File: src/rtl/dvsi_scan_ctrl.sv
// dvsi_scan_ctrl: scan sequencer and event capture for the DVSI sensor.
// Drives row/column scan clocks and sensor resets, samples P columns of
// ON/OFF polarity per column clock and buffers non-empty samples in a FIFO.
//
// state  | meaning
// IDLE   | sensor held in reset, waiting for en_i
// RESET  | sensor reset pulse, RST_CYCLES long
// YHI    | row clock high, DIV long
// YLO    | row clock low, DIV long
// XHI    | column clock high, DIV long
// XLO    | column clock low, DIV long
// SAMPLE | capture one column group, 1 cycle
// DONE   | frame end pulse, 1 cycle
module dvsi_scan_ctrl #(
  parameter int ROWS       = 64,
  parameter int COLS       = 64,
  parameter int P          = 4,
  parameter int DIV        = 4,
  parameter int RST_CYCLES = 8,
  parameter int FIFO_DEPTH = 16,
  parameter int G          = COLS / P,
  parameter int RW         = $clog2(ROWS),
  parameter int CW         = (G > 1) ? $clog2(G) : 1,
  parameter int EW         = RW + CW + 2 * P
) (
  input  logic          clk_i,
  input  logic          rst_i,
  input  logic          en_i,
  input  logic [7:0]    cfg_i,
  output logic [7:0]    dvsi_cfg_o,
  output logic          dvsi_xclk_o,
  output logic          dvsi_yclk_o,
  output logic          dvsi_xnrst_o,
  output logic          dvsi_ynrst_o,
  input  logic [P-1:0]  dvsi_on_i,
  input  logic [P-1:0]  dvsi_off_i,
  output logic          evt_valid_o,
  input  logic          evt_ready_i,
  output logic [EW-1:0] evt_data_o,
  output logic          frame_done_o,
  output logic          busy_o,
  output logic [15:0]   ovf_cnt_o
);

  localparam int TMAX = (RST_CYCLES > DIV) ? RST_CYCLES : DIV;
  localparam int TW   = $clog2(TMAX + 1);
  localparam int AW   = $clog2(FIFO_DEPTH);

  typedef enum logic [2:0] {
    S_IDLE, S_RESET, S_YHI, S_YLO, S_XHI, S_XLO, S_SAMPLE, S_DONE
  } state_t;

  state_t        state, state_n;
  logic [TW-1:0] timer;
  logic [RW-1:0] row;
  logic [CW-1:0] col;

  logic [EW-1:0] mem [FIFO_DEPTH];
  logic [AW-1:0] wr_ptr, rd_ptr;
  logic [AW:0]   count;
  logic          push_req, push_ok, pop, full;

  // Next-state decode; timed states leave when the down-counter reaches zero.
  always_comb begin
    state_n = state;
    case (state)
      S_IDLE:   if (en_i) state_n = S_RESET;
      S_RESET:  if (timer == '0) state_n = S_YHI;
      S_YHI:    if (timer == '0) state_n = S_YLO;
      S_YLO:    if (timer == '0) state_n = S_XHI;
      S_XHI:    if (timer == '0) state_n = S_XLO;
      S_XLO:    if (timer == '0) state_n = S_SAMPLE;
      S_SAMPLE: begin
        if (col != CW'(G - 1))       state_n = S_XHI;
        else if (row != RW'(ROWS - 1)) state_n = S_YHI;
        else                         state_n = S_DONE;
      end
      S_DONE:   state_n = en_i ? S_RESET : S_IDLE;
      default:  state_n = S_IDLE;
    endcase
  end

  // Scan FSM with timer, scan counters, cfg latch and outputs registered from next state.
  always_ff @(posedge clk_i) begin
    if (rst_i) begin
      state        <= S_IDLE;
      timer        <= '0;
      row          <= '0;
      col          <= '0;
      dvsi_cfg_o   <= '0;
      dvsi_xclk_o  <= 1'b0;
      dvsi_yclk_o  <= 1'b0;
      dvsi_xnrst_o <= 1'b0;
      dvsi_ynrst_o <= 1'b0;
      frame_done_o <= 1'b0;
      busy_o       <= 1'b0;
    end else begin
      state <= state_n;
      if (state_n != state)
        timer <= (state_n == S_RESET) ? TW'(RST_CYCLES - 1) : TW'(DIV - 1);
      else if (timer != '0)
        timer <= timer - 1'b1;

      // RESET is only entered from IDLE or DONE, the two cfg capture points.
      if (state_n == S_RESET && state != S_RESET) begin
        row        <= '0;
        col        <= '0;
        dvsi_cfg_o <= cfg_i;
      end else if (state == S_SAMPLE) begin
        if (state_n == S_XHI) begin
          col <= col + 1'b1;
        end else if (state_n == S_YHI) begin
          row <= row + 1'b1;
          col <= '0;
        end
      end

      dvsi_xclk_o  <= (state_n == S_XHI);
      dvsi_yclk_o  <= (state_n == S_YHI);
      dvsi_xnrst_o <= (state_n != S_IDLE) && (state_n != S_RESET);
      dvsi_ynrst_o <= (state_n != S_IDLE) && (state_n != S_RESET);
      frame_done_o <= (state_n == S_DONE);
      busy_o       <= (state_n != S_IDLE);
    end
  end

  assign full     = (count == (AW + 1)'(FIFO_DEPTH));
  assign pop      = (count != '0) && evt_ready_i;
  assign push_req = (state == S_SAMPLE) && ((dvsi_on_i | dvsi_off_i) != '0);
  // A full FIFO still takes a push when the head leaves in the same cycle.
  assign push_ok  = push_req && (!full || pop);

  assign evt_valid_o = (count != '0);
  assign evt_data_o  = evt_valid_o ? mem[rd_ptr] : '0;

  // Event FIFO pointers, occupancy and saturating drop counter.
  always_ff @(posedge clk_i) begin
    if (rst_i) begin
      wr_ptr    <= '0;
      rd_ptr    <= '0;
      count     <= '0;
      ovf_cnt_o <= '0;
    end else begin
      if (push_ok) begin
        mem[wr_ptr] <= {row, col, dvsi_on_i, dvsi_off_i};
        wr_ptr      <= wr_ptr + 1'b1;
      end
      if (pop)
        rd_ptr <= rd_ptr + 1'b1;
      if (push_ok && !pop)
        count <= count + 1'b1;
      else if (!push_ok && pop)
        count <= count - 1'b1;
      if (push_req && !push_ok && ovf_cnt_o != 16'hFFFF)
        ovf_cnt_o <= ovf_cnt_o + 1'b1;
    end
  end

endmodule

File: config.mk
export PLATFORM = sky130hd
export DESIGN_NAME = dvsi_scan_ctrl
export DESIGN_NICKNAME = d
export VERILOG_FILES = /design/src/rtl/dvsi_scan_ctrl.sv
export SDC_FILE = /design/constraint.sdc
export NUM_CORES = 1
export LEC_CHECK = 0
export BUFFER_PORTS_ARGS = -buffer_cell sky130_fd_sc_hd__buf_2
export CAP_MARGIN = 20
export CELL_PAD_IN_SITES_DETAIL_PLACEMENT = 1
export CELL_PAD_IN_SITES_GLOBAL_PLACEMENT = 1
export CORE_AREA = 5 5 264 189
export CTS_CLUSTER_SIZE = 12
export DETAILED_ROUTE_END_ITERATION = 10
export DIE_AREA = 0 0 269 194
export PLACE_DENSITY = 0.56
export SKIP_CTS_REPAIR_TIMING = 1
export SYNTH_ARGS = -nofsm -noshare
export SYNTH_HDL_FRONTEND = slang
export SYNTH_SLANG_ARGS = --single-unit
export TNS_END_PERCENT = 20
File: constraint.sdc
create_clock -name clk_i -period 3.1 [get_ports clk_i]
set_input_delay 0.465 -clock clk_i [delete_from_list [all_inputs] [get_ports clk_i]]
set_output_delay 0.465 -clock clk_i [all_outputs]
set_load 0.005 [all_outputs]
### Word-level counts from Yosys, hierarchy flattened

Memories as Yosys holds them, arrays and structs flattened. A register that Yosys moved wholly into a read port is not among the register bits.
Index checks and enable logic that the tools add are counted.

| operators by class | value |
|---|---|
| eq/ne operators | 18 |
| reductions and logical operators | 25 |
| shift operators | 0 |
| div/mod/pow operators | 0 |
| $mul | 0 |
| mux-type cells | 23 |
| order comparisons | 0 |
| add/sub/neg operators | 8 |
| bitwise gates (word level) | 2 |

Operator list:

| operator | count |
|---|---|
| $mux W3 | 9 |
| $mux W4 | 6 |
| $pmux W3 S8 | 1 |
| $eq A3 B3 Y1 const B | 6 |
| $mux W18 | 1 |
| $add A16 B1 Y16 const B | 1 |
| $ne A16 B16 Y1 const B | 1 |
| $add A4 B1 Y4 const B | 3 |
| $mux W5 | 2 |
| $eq A3 B2 Y1 const B | 3 |
| $logic_and A1 B1 Y1 | 9 |
| $reduce_bool A4 Y1 | 2 |
| $add A6 B1 Y6 const B | 1 |
| $eq A3 B1 Y1 const B | 2 |
| $ne A3 B1 Y1 const B | 2 |
| $ne A6 B6 Y1 const B | 1 |
| $reduce_bool A2 Y1 | 3 |
| $add A5 B1 Y5 const B | 1 |
| $eq A5 B5 Y1 const B | 1 |
| $reduce_bool A5 Y1 | 1 |
| $sub A5 B1 Y5 const B | 1 |
| $logic_not A4 Y1 | 1 |
| $mux W1 | 4 |
| $ne A4 B4 Y1 const B | 1 |
| 11 further kinds | 13 |

| storage, ports and cells | value |
|---|---|
| memory bits (writable) | 288 |
| register bits after elaboration | 59 |
| memories kept | 1 |
| word-level logic and storage cells | 91 |
| bits in read-only memories | 0 |
| latch bits | 0 |
| input bits | 20 |
| output and inout port bits | 49 |

Memories:

| memory | depth | bits a word | read ports | clocked after memory_dff | wr ports | RTL line | source |
|---|---|---|---|---|---|---|---|
| mem | 16 | 18 | 1 | 1 | 1 | 58 | `logic [EW-1:0] mem [FIFO_DEPTH];` |

### Depth between registers and ports, before layout

| logic depth | value |
|---|---|
| word-level depth | 8 |
| depth in mapped cells | 11 |
| depth with buffers taken out | 11 |

### Worst setup path before layout

Ideal clock, no wire load.

| timing path | value |
|---|---|
| kind | flip-flop to flip-flop |
| start point | register count[0] |
| end point | register count[4] |
| period minus slack after synthesis | 2.931 ns |
| required time | 3.030 ns |
| slack | 0.169 ns |
| buffers on the path | 0 |
| setup time | 0.070 ns |
| arrival | 2.861 ns |
| stages on the path, launching flop included | 12 |
| path through | dfxtp_1 -> or4_4 -> or2_2 -> nand2_1 -> ha_1 -> inv_1 -> fa_1 -> a21o_1 -> a21oi_1 -> xnor2_1 -> or3_1 -> a21oi_1 |

| on the way | value |
|---|---|
| word-level cells in the longest chain between the ends | 7 |
| elaborated cells between the ends (all ways) | 15 |
| those cells by class | add/sub (2); eq/ne (1); mux (2); reduce/logical (10) |

RTL lines:

| element | RTL line | source |
|---|---|---|
| start, declared | 60 | `logic [AW:0] count;` |
| start signal, assigned | 151 | `count <= count + 1'b1;` |
| start signal, assigned | 153 | `count <= count - 1'b1;` |
| branches (longest 7 deep; another with $sub A5 B1 Y5) | - |  |

Parallel ways; which one is timed is not known. The select of a mux whose other input is x is not followed.
A chain may end at the register's enable or synchronous reset.

==> reports/metrics.cfg <==
[floorplan]
row_count = 67
die_h_um = 194
io_pins = 69
start_util_pct = 29.6
die_w_um = 269
die_area_sq_mm = 0.0522
core_sq_mm = 0.0471

[sta]
timing.fmax_mhz = 329
finalHoldViolations = 0
fin_crit_ns = 3.04
setup_violations = 0
worst_slack_ns = 0.0639
tightest_slew_ns = 1.11
fin_crit_sh_pct = 97.9
skew_ns = 0.0145
relSlewSlack_pct = 25.7
whs_ns = 0.165
drv_slew = 0

[placed_design]
dp_slack_ns = -0.186
dp_hpwl_um = 22600
dp.cells = 1484
gp_congestion = 0.774
port_buffers = 68

[power_and_ir_drop]
power_frac_comb_pct = 21.6
p_clk_share_pct = 33.9
power_mw = 11.7
p_sw_mw = 3.00
seq_power_share_pct = 44.5
swShare_pct = 25.7
p_per_area_mw_per_mm2 = 700
vdd_drop_max_mv = 0.345
p_leak_nw = 5.51
internal_power_mw = 8.68

[clock_network]
cts_tree = done
cts_buffer_depth = 3
clk_pin_slew_worst_paths_ns = 0.06
htreeDepth = 2
clock-sinks = 351
clockRootBuffer = clkbuf_16
numCtsBuffers = 36
worstSkewPairLatency_ns = 0.53

[worst_setup_path]
cp.required_ns = 2.63
critical_path_class = reg2out
end_kind = output port
worstSetupStartpointType = register
cp_max_fo = 10
cp.arrival_ns = 2.57

[drt]
ant_nets = 0
drt_wl_total_um = 35500
drcViolationCount = 0
wl_per_cell_um = 22.9
dr_total_vias = 7592
drt_iter0_drc = 641
drt_pass1_iterations = 4
vias_per_cell = 4.89

[synthesis]
synth_top_area_cell = edfxtp_1
async_reset_ff_share_pct = 0
synthesis.area_sq_mm = 0.0140
synth_cells = 774
yosysUniqueCellTypes = 52
synth_edf_count = 288
yosys_warnings = 0
yosys.area.top_type_share_pct = 62.0
synth-seq-cells = 351
synth-main-ff-cell = edfxtp_1
ys_top_cells_by_area = edfxtp_1, mux4_2, dfxtp_1, nor2_1, ha_1
seq_area_frac_synth_pct = 71.0
synth_nets = 808
avgSynthCellArea_sq_um = 18.0

[final_layout]
fin_nets = 946
final-seq-area_sq_mm = 0.00992
area_growth_pct = 19.6
nFillCells = 4787
multiInputGateArea_sq_mm = 0.00390
antenna_cells = 0
fin_cells = 1551
drive_gt1_share_pct = 32.8

[global_routing]
grt_pass1_vias = 8137
grt_start_max_net_pins = 51
grtUsageTotal_pct = 13.6
antenna_found_initial = 0
grt_pass1_wl_um = 53600
grt_overflow_total = 0

[run]
max_cap_viol_count = 0

[worst_hold_path]
min_path_type = in2reg

[outcome]
status = finished, final reports clean

## Yosys cell counts (all sizes together), types with 8 or more instances
| cell | number |
|---|---|
| ha | 13 |
| and2 | 20 |
| nor2 | 65 |
| mux4 | 90 |
| xor2 | 14 |
| dfxtp | 63 |
| buf | 10 |
| or3 | 8 |
| inv | 11 |
| xnor2 | 8 |
| clkbuf | 25 |
| o21ai | 12 |
| nand3 | 12 |
| edfxtp | 288 |
| mux2i | 14 |
| a21oi | 24 |
| nand2 | 22 |
## metrics by stage
step,cell area (sq um),util (%),setup TNS (ns)
6_report,16700,35.4,0
5_1_grt,16700,35.4,-0.00854
4_1_cts,16500,35.1,-2.10
3_5_place_dp,15500,32.9,-0.917
3_3_place_gp,15500,32.9,-0.0742
2_1_floorplan,14000,-,0
## layout by cell type, fill, tap and decap left out, types with 12 or more instances in the layout
cell,Yosys,final
edfxtp_1,288,288
ha_1,13,13
buf_4,1,54
dfxtp_1,63,59
nand3_1,12,12
clkbuf_16,0,38
xor2_1,14,14
nor2_2,0,16
a21oi_1,24,23
buf_2,0,68
mux4_2,90,90
mux2i_1,14,14
nor2_1,65,49
clkbuf_1,24,14
and2_1,20,17
nand2_1,22,22
## path summary, 6_finish.rpt
path,start,end,slack (ns),depth (start not counted)
setup reg to reg,count[1]$_SDFFE_PP0P_,count[4]$_SDFFE_PP0P_,0.19,11
hold reg to reg,rd_ptr[3]$_SDFFE_PP0N_,rd_ptr[3]$_SDFFE_PP0N_,0.49,2
setup / recovery,register,evt_data_o[8],0.06,6
hold / removal,cfg_i[3],dvsi_cfg_o[3]$_SDFFE_PP0P_,0.17,3
## sequential cells by signal, indices dropped and copies added (netlist names), named ones only
register      count
frame_done_o      1
row               6
mem             288
dvsi_ynrst_o      1
count             5
busy_o            1
dvsi_xclk_o       1
col               4
timer             4
dvsi_cfg_o        8
state             3
ovf_cnt_o        16
rd_ptr            4
wr_ptr            4
dvsi_yclk_o       1
## kinds of logic (layout without fill, tap and decap cells)
family / Yosys count / after routing / synth area share [%]
multiplexers: 105 / 105 / 15.6
adder cells (fa/ha/maj): 14 / 14 / 1.31
AND/OR/NAND/NOR: 171 / 171 / 6.18
flip-flops: 351 / 351 / 71.0
AO/OA/AOI/OAI: 64 / 64 / 3.11
XOR/XNOR: 22 / 22 / 1.38
buffers and inverters: 47 / 203 / 1.42
## critical path: stages, from the launching register on
cell and delay (ns):
dfxtp_4 0.37, buf_12 0.13, buf_12 0.15, mux4_2 0.55
mux4_2 0.51, and2_4 0.19, buf_2 0.12
## area by class of cell
class	count	share of cell area (%)
sequential	351	59.4
inverter	11	0.247
clock inverter	4	0.300
timing repair buffer	136	6.10
multi-input combinational	376	23.4
clock buffer	52	5.88
tap	621	4.66
## per-layer routing
layer / track usage (%) / up-vias / part of all wire [%]
li1: - / 3356 / -
met1: 21.2 / 4059 / 51
met2: 19.8 / 139 / 44
met3: 2.51 / 38 / 3.7
met4: 2.45 / 0 / 1.4
met5: 0 / - / 0
## power groups by stage
stage                     registers, mW  logic [mW]  clock network (mW)
after floorplan                    5.27        1.48                   0
after detailed placement           5.37        2.30                   0
after global routing               5.21        2.74                4.31
after global placement             5.36        2.29                   0
after CTS                          5.27        2.31                4.10
final                              5.20        2.52                3.96
(Power assumes the default switching activity.)
